## config.mk

```make
export PLATFORM = sky130hd
export DESIGN_NAME = busy_rr_sched
export DESIGN_NICKNAME = d
export VERILOG_FILES = /design/src/rtl/busy_rr_sched_pkg.sv /design/src/rtl/busy_rr_sched_rr_pick.sv /design/src/rtl/busy_rr_sched.sv
export SDC_FILE = /design/constraint.sdc
export NUM_CORES = 1
export LEC_CHECK = 0
export CELL_PAD_IN_SITES_DETAIL_PLACEMENT = 0
export CELL_PAD_IN_SITES_GLOBAL_PLACEMENT = 1
export CORE_MARGIN = 2
export CORE_UTILIZATION = 25
export CTS_BUF_LIST = sky130_fd_sc_hd__clkbuf_16
export CTS_CLUSTER_DIAMETER = 30
export DETAILED_ROUTE_END_ITERATION = 12
export PLACE_DENSITY_LB_ADDON = 0.05
export SLEW_MARGIN = 20
export SYNTH_ARGS = -nofsm -noshare
export SYNTH_HDL_FRONTEND = slang
export SYNTH_HIERARCHICAL = 1
export SYNTH_SLANG_ARGS = --single-unit
```

## constraint.sdc

```tcl
create_clock -name i_clk -period 2.4 [get_ports i_clk]
set_clock_uncertainty 0.1 [all_clocks]
set_input_delay 0.24 -clock i_clk [delete_from_list [all_inputs] [get_ports i_clk]]
set_output_delay 0.24 -clock i_clk [all_outputs]
set_load 0.03 [all_outputs]
```

## src/rtl/busy_rr_sched_pkg.sv

```systemverilog
// busy_rr_sched_pkg: shared state encoding and default widths for the busy-timer scheduler.
package busy_rr_sched_pkg;
    typedef enum logic {IDLE = 1'b0, RUN = 1'b1} state_e;
    localparam int DEF_CW     = 16;
    localparam int DEF_LGNREQ = 2;
endpackage

```

## src/rtl/busy_rr_sched_rr_pick.sv

```systemverilog
// busy_rr_sched_rr_pick: rotate-priority encoder, first set request at or above ptr (mod NREQ) wins.
module busy_rr_sched_rr_pick #(
    parameter int LGNREQ = 2
) (
    input  logic [(1<<LGNREQ)-1:0] req_i,
    input  logic [LGNREQ-1:0]      ptr_i,
    output logic                   valid_o,
    output logic [LGNREQ-1:0]      win_o
);
    localparam int NREQ = 1 << LGNREQ;

    // Scan from the farthest offset down so the nearest set bit is the last to write.
    always_comb begin
        win_o = '0;
        for (int i = NREQ - 1; i >= 0; i--)
            if (req_i[ptr_i + LGNREQ'(i)]) win_o = ptr_i + LGNREQ'(i);
    end

    assign valid_o = |req_i;
endmodule

```

## src/rtl/busy_rr_sched.sv

```systemverilog
// busy_rr_sched: round-robin owner of a single countdown busy window with a done pulse per window.
module busy_rr_sched
    import busy_rr_sched_pkg::*;
#(
    parameter int LGNREQ = DEF_LGNREQ,
    parameter int CW     = DEF_CW
) (
    input  logic                        i_clk,
    input  logic                        i_reset,
    input  logic [(1<<LGNREQ)-1:0]      i_req,
    input  logic [(1<<LGNREQ)*CW-1:0]   i_len,
    output logic [(1<<LGNREQ)-1:0]      o_grant,
    output logic [LGNREQ-1:0]           o_owner,
    output logic                        o_busy,
    output logic [(1<<LGNREQ)-1:0]      o_done
);
    localparam int NREQ = 1 << LGNREQ;

    state_e            state_q, state_d;
    logic [CW-1:0]     cnt_q, cnt_d, len_q, len_d, win_len;
    logic [LGNREQ-1:0] ptr_q, ptr_d, owner_q, owner_d, win;
    logic [NREQ-1:0]   grant_q, grant_d, done_q, done_d;
    logic              valid;

    busy_rr_sched_rr_pick #(.LGNREQ(LGNREQ)) u_pick (
        .req_i   (i_req),
        .ptr_i   (ptr_q),
        .valid_o (valid),
        .win_o   (win)
    );

    // A zero length still occupies the resource for one cycle.
    assign win_len = (i_len[win*CW +: CW] == '0) ? CW'(1) : i_len[win*CW +: CW];

    always_comb begin
        state_d = state_q;
        cnt_d   = cnt_q;
        len_d   = len_q;
        ptr_d   = ptr_q;
        grant_d = grant_q;
        owner_d = owner_q;
        done_d  = '0;
        if (state_q == IDLE) begin
            if (valid) begin
                state_d = RUN;
                cnt_d   = win_len;
                len_d   = win_len;
                ptr_d   = win + LGNREQ'(1);
                grant_d = NREQ'(1) << win;
                owner_d = win;
            end
        end else begin
            cnt_d = cnt_q - CW'(1);
            if (cnt_q == CW'(1)) begin
                state_d = IDLE;
                grant_d = '0;
                done_d  = grant_q;
            end
        end
    end

    always_ff @(posedge i_clk) begin
        if (i_reset) begin
            state_q <= IDLE;
            cnt_q   <= '0;
            len_q   <= '0;
            ptr_q   <= '0;
            grant_q <= '0;
            owner_q <= '0;
            done_q  <= '0;
        end else begin
            state_q <= state_d;
            cnt_q   <= cnt_d;
            len_q   <= len_d;
            ptr_q   <= ptr_d;
            grant_q <= grant_d;
            owner_q <= owner_d;
            done_q  <= done_d;
        end
    end

    assign o_grant = grant_q;
    assign o_owner = owner_q;
    assign o_busy  = (state_q == RUN);
    assign o_done  = done_q;

    a_grant_1h:  assert property (@(posedge i_clk) disable iff (i_reset) $onehot0(grant_q));
    a_busy_eq:   assert property (@(posedge i_clk) disable iff (i_reset) (o_busy == |grant_q) && (o_busy == (cnt_q != '0)));
    a_done_1h:   assert property (@(posedge i_clk) disable iff (i_reset) $onehot0(done_q) && !(|done_q && o_busy));
    a_cnt_le:    assert property (@(posedge i_clk) disable iff (i_reset) cnt_q <= len_q);
    a_grant_stb: assert property (@(posedge i_clk) disable iff (i_reset) (state_q == RUN && cnt_q != CW'(1)) |=> $stable(grant_q));
endmodule

```

==> impl_metrics.py, run 1 <==
metrics = {
    "layout": {
        "final_common_cell": "clkdlybuf4s50_1",
        "fin_area_um2": 3321,
        "drive_above_1_share_pct": 23.05,
        "fin_cells": 423,
        "layout_common_cells": "78 x clkdlybuf4s50_1, 28 x buf_4, 27 x nand2_1, 27 x dfxtp_1, 24 x a21oi_1",
        "nets": 396,
        "fin_util_pct": 43.42,
        "area_delta_synth_final_pct": 70.24,
        "diodes": 0,
    },
    "global_route": {
        "grt_first_pass_wirelength_um": 9832,
        "grt_use_total_pct": 14.79,
        "antenna_found_initial": 0,
        "grt_pass1_vias": 1946,
        "overflow": 0,
        "grt_max_degree": 16,
    },
    "floorplan": {
        "fp-row-count": 32,
        "coreArea_um2": 7647,
        "die_height_um": 92.33,
        "io_pins": 81,
        "dieArea_um2": 8525,
        "start_util_pct": 25.51,
        "die_w_um": 92.33,
    },
    "clock_tree": {
        "hold_buffers": 0,
        "h-tree-depth": 2,
        "cts_buffer_depth": 2,
        "clkSinkCount": 29,
        "cts_root_buf": "clkbuf_16",
        "clock_latency_ns": 0.27,
        "numCtsBuffers": 5,
        "clk_pin_slew_ns": 0.05,
        "cts_tree": "done",
    },
    "timing": {
        "hold_viol_final": 0,
        "setup_tns_ns": -0.08541,
        "fin_crit_ns": 2.485,
        "fmax_mhz": 402.3,
        "drv_slew": 0,
        "setup_violations": 1,
        "setup_ws_ns": -0.08541,
        "relSlewSlack_pct": 57.40,
        "finalCritPeriodShare_pct": 103.6,
        "worst_pin_slew_ns": 0.6370,
        "rsz0062_at_grt": "yes",
    },
    "yosys": {
        "syn-instance-count": 216,
        "ys.warnings.count": 6,
        "yosysSeqAreaShare_pct": 29.76,
        "synth_seq_cells": 29,
        "syn-cell-area_um2": 1951,
        "synth.avg_cell_area_um2": 9.031,
        "ys_types": 43,
        "syn-num-nets": 292,
    },
    "routing": {
        "first_pass_iters": 4,
        "ant_nets": 0,
        "vias": 1999,
        "routed_via_density": 4.726,
        "avgRoutedWirePerCell_um": 14.87,
        "drc": 0,
        "wl_um": 6288,
        "drt_iter0_drc": 93,
    },
    "critical_path": {
        "critPathRequiredTime_ns": 2.51,
        "cp-start-kind": "flip-flop",
        "slowest_stage": "mux4_2",
        "cp.arrival_ns": 2.59,
        "max_stage_delay_ns": 0.54,
        "crit_type": "reg -> reg",
        "cp-end-kind": "flip-flop",
        "critPathMaxFanout": 8,
        "critical_path.cell_chain": "mux2i_2, a211oi_4, buf_12, clkbuf_16, mux4_2, nor4_4, and4_1, o21ai_1, a21oi_1",
    },
    "hold_path": {
        "worstHoldPathType": "reg -> reg",
    },
    "place": {
        "placed_area_um2": 3050,
        "io_buffer_count": 80,
        "place_congestion": 0.7050,
        "place_ws_ns": -0.5685,
        "post-place-cells": 410,
        "dp_hpwl_um": 5070,
    },
    "power": {
        "p_leak_nw": 1.239,
        "power_density_nw_per_um2": 576.2,
        "peakVddDrop_mv": 0.2609,
    },
    "outcome": {
        "outcome": "finished, violations left",
        "violations": "negative setup slack",
    },
    "run": {
        "maxCapViolCount": 0,
    },
}
-- layout make-up --
type / count / area, um2
Multi-Input combinational cell: 166 / 1341
Clock inverter: 3 / 17.52
Tap cell: 102 / 127.6
Fill cell: 755 / 4327
Timing Repair Buffer: 112 / 1101
Clock buffer: 5 / 125.1
Inverter: 6 / 22.52
Sequential cell: 29 / 585.6
-- critical path: cells and delay by family, from the launching register on --
family	cells	cell delay, ns
multiplexers	2	0.71
AND/OR/NAND/NOR	2	0.50
buffers and inverters	2	0.32
flip-flops	1	0.36
AO/OA/AOI/OAI	3	0.42
-- stage by stage --
| stage | power [mW] | hold slack [ns] |
|---|---|---|
| 6_report | 1.913 | 0.3554 |
| 3_5_place_dp | 1.276 | 0.3503 |
| 4_1_cts | 1.888 | 0.3585 |
| 2_1_floorplan | 0.9653 | 0.3259 |
| 3_3_place_gp | 1.278 | 0.3506 |
| 5_1_grt | 2.033 | 0.3863 |
-- timing repair --
item	4_1_cts	5_1_grt
resized for setup	4	12
gates cloned	0	1
setup endpoints to repair	1	3
pin swaps	1	4
buffers inserted	1	3
-- Yosys cell counts --
cell type	n	area, um2
buf_2	2	10.01
nor2_4	1	11.26
nor2_1	16	60.06
and3b_1	1	8.760
nor3b_1	2	15.01
o21ai_0	6	30.03
or3_1	2	12.51
or4_4	1	11.26
a21o_1	1	7.510
buf_6	2	22.52
a31o_2	1	8.760
mux2_2	1	11.26
o311ai_0	1	8.760
and4_1	1	8.760
a211oi_2	1	12.51
inv_1	6	22.52
nand4b_1	2	17.52
nor3_1	5	25.02
nand2_1	27	101.4
ha_1	6	75.07
o211ai_1	2	15.01
a211oi_1	6	45.04
xor2_1	1	8.760
nor2b_1	1	6.260
nor4_1	8	50.05
xnor2_1	6	52.55
or2_2	2	12.51
nand3b_1	2	15.01
buf_4	1	7.510
and2_1	4	25.02
mux2i_1	2	20.02
o21bai_1	1	7.510
nor4_4	1	21.27
dfxtp_1	29	580.6
o22ai_1	1	6.260
a31oi_1	2	12.51
or2_1	1	6.260
clkbuf_1	10	37.54
nand2b_1	3	18.77
nand3_1	6	30.03
nand4_1	1	6.260
mux4_2	16	360.4
a21oi_1	25	125.1
-- where the power goes --
group | internal (mW) | total, mW | switching (mW)
sequential | 0.531 | 0.589 | 0.0583
clock | 0.379 | 0.593 | 0.214
combinational | 0.426 | 0.732 | 0.306
total | 1.34 | 1.91 | 0.578
-- path summary, 6_finish.rpt --
check | startpoint | slack [ns] | depth (start not counted) | end
setup / recovery | ptr_q[1]$_SDFFE_PP0P_ | -0.09 | 9 | cnt_q[0]$_SDFFE_PP0P_
hold / removal | o_owner[1]$_SDFFE_PP0P_ | 0.36 | 2 | o_owner[1]$_SDFFE_PP0P_
setup reg to reg | ptr_q[1]$_SDFFE_PP0P_ | -0.09 | 9 | cnt_q[0]$_SDFFE_PP0P_
hold reg to reg | o_owner[1]$_SDFFE_PP0P_ | 0.36 | 2 | o_owner[1]$_SDFFE_PP0P_
-- layer usage --
layer,track usage [%],vias up,part of all wire [%]
li1,-,1003,-
met1,19.65,925,46
met2,24.33,66,47
met3,2.848,5,5.2
met4,4.478,0,1.3
met5,0,-,0
-- sequential cells by signal (all words and copies together), names as in the netlist --
| signal | cells |
|---|---|
| o_busy | 1 |
| ptr_q | 2 |
| o_done | 4 |
| o_owner | 2 |
| o_grant | 4 |
| cnt_q | 16 |
-- kinds of logic after synthesis --
logic type / share of synthesized area [%]
AND/OR/NAND/NOR: 23.73
flip-flops: 29.76
adder cells (fa/ha/maj): 3.849
buffers and inverters: 5.132
XOR/XNOR: 3.143
AO/OA/AOI/OAI: 14.30
multiplexers: 20.08
(Power assumes the default switching activity.)
==> inputs of run 2 (changes only) <==
PLACE_DENSITY = 0.68   (was default)
PLACE_DENSITY_LB_ADDON = default   (was 0.05)
==> run 2 against run 1 <==
The run still ends with negative setup slack left; final area fell by 0.79%; critical path depth did not move; via count rose by 0.20%; worst hold slack barely moved; worst setup slack improved by 0.057 ns; first-iteration DRC count fell by 3.2%; combinational power fell by 2%; sequential power barely moved; utilization fell by 0.34 points.
==> impl_metrics.py, run 2 (synthesis results as in run 1) <==
metrics = {
    "routing": {
        "wl_um": 6040,
        "drc": 0,
        "avgRoutedWirePerCell_um": 14.38,
        "first_pass_iters": 4,
        "drt_iter0_drc": 90,
        "routed_via_density": 4.769,
        "ant_nets": 0,
        "vias": 2003,
    },
    "timing": {
        "hold_viol_final": 0,
        "setup_violations": 1,
        "worst_pin_slew_ns": 0.6378,
        "finalCritPeriodShare_pct": 101.2,
        "relSlewSlack_pct": 57.35,
        "setup_ws_ns": -0.02797,
        "drv_slew": 0,
        "holdWs_ns": 0.3558,
        "fmax_mhz": 411.9,
        "fin_crit_ns": 2.428,
        "rsz0062_at_grt": "yes",
    },
    "hold_path": {
        "worstHoldPathType": "reg -> reg",
    },
    "clock_tree": {
        "clkSinkCount": 29,
        "numCtsBuffers": 5,
        "h-tree-depth": 2,
        "clk_pin_slew_ns": 0.05,
        "cts_root_buf": "clkbuf_16",
        "cts_buffer_depth": 2,
        "clock_latency_ns": 0.27,
        "cts_tree": "done",
    },
    "global_route": {
        "overflow": 0,
        "grt_pass1_vias": 1963,
        "grt_first_pass_wirelength_um": 9618,
        "grt_use_total_pct": 14.39,
        "grt_max_degree": 18,
        "antenna_found_initial": 0,
    },
    "critical_path": {
        "cp-end-kind": "flip-flop",
        "critPathMaxFanout": 7,
        "crit_type": "reg -> reg",
        "critPathRequiredTime_ns": 2.50,
        "cp-start-kind": "flip-flop",
        "cp.arrival_ns": 2.53,
    },
    "outcome": {
        "outcome": "finished, violations left",
        "violations": "negative setup slack",
    },
    "place": {
        "post-place-cells": 403,
        "place_congestion": 0.7788,
        "place_ws_ns": -0.4459,
        "dp_hpwl_um": 4766,
        "io_buffer_count": 80,
    },
    "power": {
        "peakVddDrop_mv": 0.2415,
        "power_density_nw_per_um2": 604.8,
        "p_leak_nw": 1.217,
    },
    "floorplan": {
        "dieArea_um2": 8525,
        "die_w_um": 92.33,
        "coreArea_um2": 7647,
        "fp-row-count": 32,
        "start_util_pct": 25.51,
        "die_height_um": 92.33,
        "io_pins": 81,
    },
    "layout": {
        "largest_reg_flops": 16,
        "fin_util_pct": 43.08,
        "area_delta_synth_final_pct": 68.89,
        "regMostFlops": "cnt_q",
        "fin_cells": 420,
        "final_common_cell": "clkdlybuf4s50_1",
        "nFillCells": 741,
        "nets": 393,
        "diodes": 0,
        "drive_above_1_share_pct": 22.01,
        "layout_common_cells": "78 x clkdlybuf4s50_1, 27 x nand2_1, 27 x dfxtp_1",
    },
    "run": {
        "maxCapViolCount": 0,
    },
}
==> run 2: cell types whose count changed in the layout (fill, tap and decap cells not counted), moves of 2 or more <==
| cell | before | now |
|---|---|---|
| buf_4 | 28 | 24 |
| buf_12 | 3 | 1 |
| buf_6 | 0 | 2 |
| clkinv_2 | 2 | 0 |
| dlygate4sd2_1 | 0 | 2 |
| dlymetal6s2s_1 | 2 | 0 |
| nor4_2 | 1 | 3 |
==> run 2: metrics by stage <==
stage	area, um2	power, mW	setup TNS, ns
finish	3294	1.993	-0.02797
detailed placement	2973	1.236	-1.284
global route	3294	2.103	-0.1794
floorplan	1959	0.9653	-0.03868
CTS	3237	1.983	-0.05549
global placement	2973	1.233	-1.063
==> run 2: cell type report <==
class                   count  area, um2  area share (%)
clock buffers               5      125.1           3.798
clock inverters             3      37.54           1.139
repair buffers            109       1064           32.28
well taps                 102      127.6           3.874
flip-flops and latches     29      585.6           17.77
multi-input cells         166       1333           40.45
inverters                   6      22.52          0.6836
==> run 2: routing by layer <==
metal | GRT usage [%] | up-vias | routed length, um
li1 | - | 1001 | -
met1 | 19.38 | 911 | 2845
met2 | 22.69 | 84 | 2674
met3 | 3.417 | 7 | 430
met4 | 4.851 | 0 | 90
met5 | 0 | - | 0
==> run 2: timing repair <==
| item | 4_1_cts | 5_1_grt |
|---|---|---|
| pin swaps | 3 | 2 |
| cloned | 1 | 0 |
| setup buffers | 4 | 4 |
| hold buffers | 0 | 0 |
| setup endpoints to repair | 1 | 2 |
| gates resized for setup | 13 | 6 |
| endpoints found under the hold margin | 0 | 0 |
==> run 2: power breakdown <==
group          switching (mW)  internal [mW]  leakage [nW]
clock network           0.206          0.481        0.0826
logic                   0.298          0.420         0.894
registers              0.0574          0.531         0.240
total                   0.561           1.43          1.22
==> run 2: final timing paths <==
kind	from	to	slack [ns]	cells past startpoint
min reg2reg	o_owner[0]$_SDFFE_PP0P_	o_owner[0]$_SDFFE_PP0P_	0.36	2
max	ptr_q[1]$_SDFFE_PP0P_	cnt_q[0]$_SDFFE_PP0P_	-0.03	9
min	o_owner[0]$_SDFFE_PP0P_	o_owner[0]$_SDFFE_PP0P_	0.36	2
max reg2reg	ptr_q[1]$_SDFFE_PP0P_	cnt_q[0]$_SDFFE_PP0P_	-0.03	9
==> run 2: critical path, stage by stage, from the launching register on <==
cell	delay, ns
dfxtp_4	0.36
mux2i_2	0.17
a211oi_4	0.25
buf_6	0.15
buf_16	0.12
mux4_2	0.55
nor4_4	0.28
and4_1	0.19
o21ai_0	0.07
a21oi_1	0.12
==> inputs of run 3 (changes only) <==
PLACE_DENSITY = 0.69   (was 0.68)
SYNTH_HIERARCHICAL = default   (was 1)
==> run 3 against run 2 <==
The flow still finishes with violations (negative setup slack); clock-buffer cell count did not move; sequential power rose by 3%; wire length rose by 23%; highest routed layer unchanged.
==> impl_metrics.py, run 3 <==
metrics = {
    "outcome": {
        "outcome": "finished, violations left",
        "violations": "negative setup slack",
    },
    "place": {
        "dp_hpwl_um": 5811,
        "place_ws_ns": -0.7262,
        "io_buffer_count": 80,
        "placed_area_um2": 3418,
        "place_congestion": 0.8609,
        "post-place-cells": 518,
    },
    "yosys": {
        "ys_types": 46,
        "synthArstFlopShare_pct": 0,
        "synth_seq_cells": 29,
        "syn-instance-count": 302,
        "synthTopCellsByArea": "dfxtp_1 27%, nand2_1 10%, a21oi_1 7.7%, nand3_1 4.2%, nor2_1 3.9%",
        "synth_common_cells": "58 x nand2_1, 33 x a21oi_1, 29 x dfxtp_1",
        "synth_edf_count": 0,
        "synth-main-ff-cell": "dfxtp_1",
        "synth_most_common_cell": "nand2_1",
        "synth.avg_cell_area_um2": 7.097,
        "syn-cell-area_um2": 2143,
        "yosysSeqAreaShare_pct": 27.09,
        "yosys.area.top_type": "dfxtp_1",
        "ys.warnings.count": 0,
        "syn-num-nets": 378,
        "synth_top_area_share_pct": 27.09,
    },
    "power": {
        "totalPowerFinal_mw": 2.379,
        "comb_power_share_pct": 45.6,
        "p_clk_share_pct": 29.0,
        "p_leak_nw": 1.525,
        "peakVddDrop_mv": 0.2880,
        "power_density_nw_per_um2": 631.0,
        "swShare_pct": 32.38,
        "power_frac_seq_pct": 25.4,
        "cell_internal_pwr_mw": 1.608,
        "p_switching_mw": 0.7702,
    },
    "routing": {
        "wl_um": 7452,
        "ant_nets": 0,
        "routed_via_density": 4.919,
        "first_pass_iters": 4,
        "vias": 2627,
        "drt_iter0_drc": 150,
        "avgRoutedWirePerCell_um": 13.96,
        "drc": 0,
    },
    "global_route": {
        "antenna_found_initial": 0,
        "grt_use_total_pct": 16.53,
        "grt_pass1_vias": 2535,
        "grt_max_degree": 24,
        "grt_first_pass_wirelength_um": 12100,
        "overflow": 0,
    },
    "critical_path": {
        "cp.arrival_ns": 2.64,
        "slowest_stage": "or4_4",
        "critical_path.cell_chain": "nor2b_2, or4b_4, buf_12, nand3_1, a32oi_1, or4_4, nor4_4, a32oi_1, a2111oi_2",
        "cp-end-kind": "flip-flop",
        "critPathRequiredTime_ns": 2.47,
        "r2r_slack_ns": -0.16,
        "cp-start-kind": "flip-flop",
        "path_buf_inv": 1,
        "critPathMaxFanout": 10,
        "max_stage_delay_ns": 0.54,
        "critPathMostFrequentCell": "a32oi_1",
        "crit_type": "reg -> reg",
        "critPathTopFamily": "simple AND/OR/NAND/NOR gates",
    },
    "timing": {
        "worst_pin_slew_ns": 0.5964,
        "hold_viol_final": 0,
        "fmax_mhz": 390.0,
        "holdWs_ns": 0.3627,
        "fin_crit_ns": 2.564,
        "drv_slew": 0,
        "finalCritPeriodShare_pct": 106.9,
        "setup_tns_ns": -0.1904,
        "relSlewSlack_pct": 59.87,
        "setup_violations": 2,
        "rsz0062_at_grt": "yes",
        "setup_ws_ns": -0.1644,
    },
    "floorplan": {
        "dieArea_um2": 9330,
        "start_util_pct": 25.95,
        "fp-row-count": 33,
        "io_pins": 81,
        "die_w_um": 96.59,
        "coreArea_um2": 8258,
        "die_height_um": 96.59,
    },
    "layout": {
        "nFillCells": 832,
        "regArea_um2": 585.6,
        "regMostFlops": "cnt_q",
        "diodes": 0,
        "fin_cells": 534,
        "layout_common_cells": "76 x clkdlybuf4s50_1, 57 x nand2_1, 54 x buf_4",
        "fin_util_pct": 45.65,
        "nets": 504,
        "final_common_cell": "clkdlybuf4s50_1",
        "area_delta_synth_final_pct": 75.89,
        "fin_area_um2": 3770,
        "drive_above_1_share_pct": 23.08,
        "multiInputGateArea_um2": 1539,
        "largest_reg_flops": 16,
    },
    "clock_tree": {
        "numCtsBuffers": 5,
        "h-tree-depth": 2,
        "clock_latency_ns": 0.27,
        "cts_root_buf": "clkbuf_16",
        "clk_pin_slew_ns": 0.05,
        "clkSinkCount": 29,
        "cts_tree": "done",
        "cts_buffer_depth": 2,
        "hold_buffers": 0,
    },
    "run": {
        "maxCapViolCount": 0,
    },
    "hold_path": {
        "worstHoldPathType": "reg -> reg",
    },
}
[run 3: worst paths after layout]
path,from,to,cells after the start
max,ptr_q[0]$_SDFFE_PP0P_,cnt_q[0]$_SDFFE_PP0P_,9
min,o_owner[1]$_SDFFE_PP0P_,o_owner[1]$_SDFFE_PP0P_,2
max reg2reg,ptr_q[0]$_SDFFE_PP0P_,cnt_q[0]$_SDFFE_PP0P_,9
min reg2reg,o_owner[1]$_SDFFE_PP0P_,o_owner[1]$_SDFFE_PP0P_,2
[run 3: timing repair]
item	CTS	global route
endpoints found under the setup margin	13	3
pin swaps	3	8
setup buffers	5	1
gates cloned	0	2
resized for setup	19	14
[run 3: power by group through the flow]
| stage | Sequential (mW) | Combinational [mW] | Clock, mW |
|---|---|---|---|
| 2_1_floorplan | 0.614 | 0.497 | 0 |
| 4_1_cts | 0.603 | 1.02 | 0.700 |
| 5_1_grt | 0.613 | 1.19 | 0.719 |
| 6_report | 0.604 | 1.08 | 0.691 |
| 3_3_place_gp | 0.611 | 0.971 | 0 |
| 3_5_place_dp | 0.612 | 0.974 | 0 |
[run 3: kinds of logic (layout without fill, tap and decap cells)]
kind of cell | Yosys count | in the layout | synth area share, %
AOI/OAI and AO/OA | 88 | 88 | 27.50
xor gates and xnor gates | 2 | 2 | 0.8174
adders and majority gates | 6 | 6 | 3.503
buffers and inverters | 27 | 154 | 5.896
DFF | 29 | 29 | 27.09
muxes | 4 | 4 | 1.926
and+or+nand+nor | 146 | 146 | 33.27
[run 3: per-layer routing]
metal / vias to the layer above / part of all wire, % / track usage [%]
met3: 6 / 6.0 / 4.034
met4: 0 / 0.91 / 4.108
met1: 1182 / 47 / 22.37
li1: 1366 / - / -
met2: 73 / 46 / 26.39
met5: - / 0 / 0
[run 3: area by class of cell]
cell class              instances  area share (%)
flip-flops and latches         29           15.53
multi-input cells             246           40.82
inverters                       6          0.7965
clock inverters                 3          0.9957
repair buffers                140           35.05
clock buffers                   5           3.319
well taps                     105           3.485
[run 3: worst min-delay path, delay by kind of cell (launching register included)]
kind	cells	cell delay (ns)
DFF	1	0.31
and+or+nand+nor	1	0.05
AOI/OAI and AO/OA	1	0.05
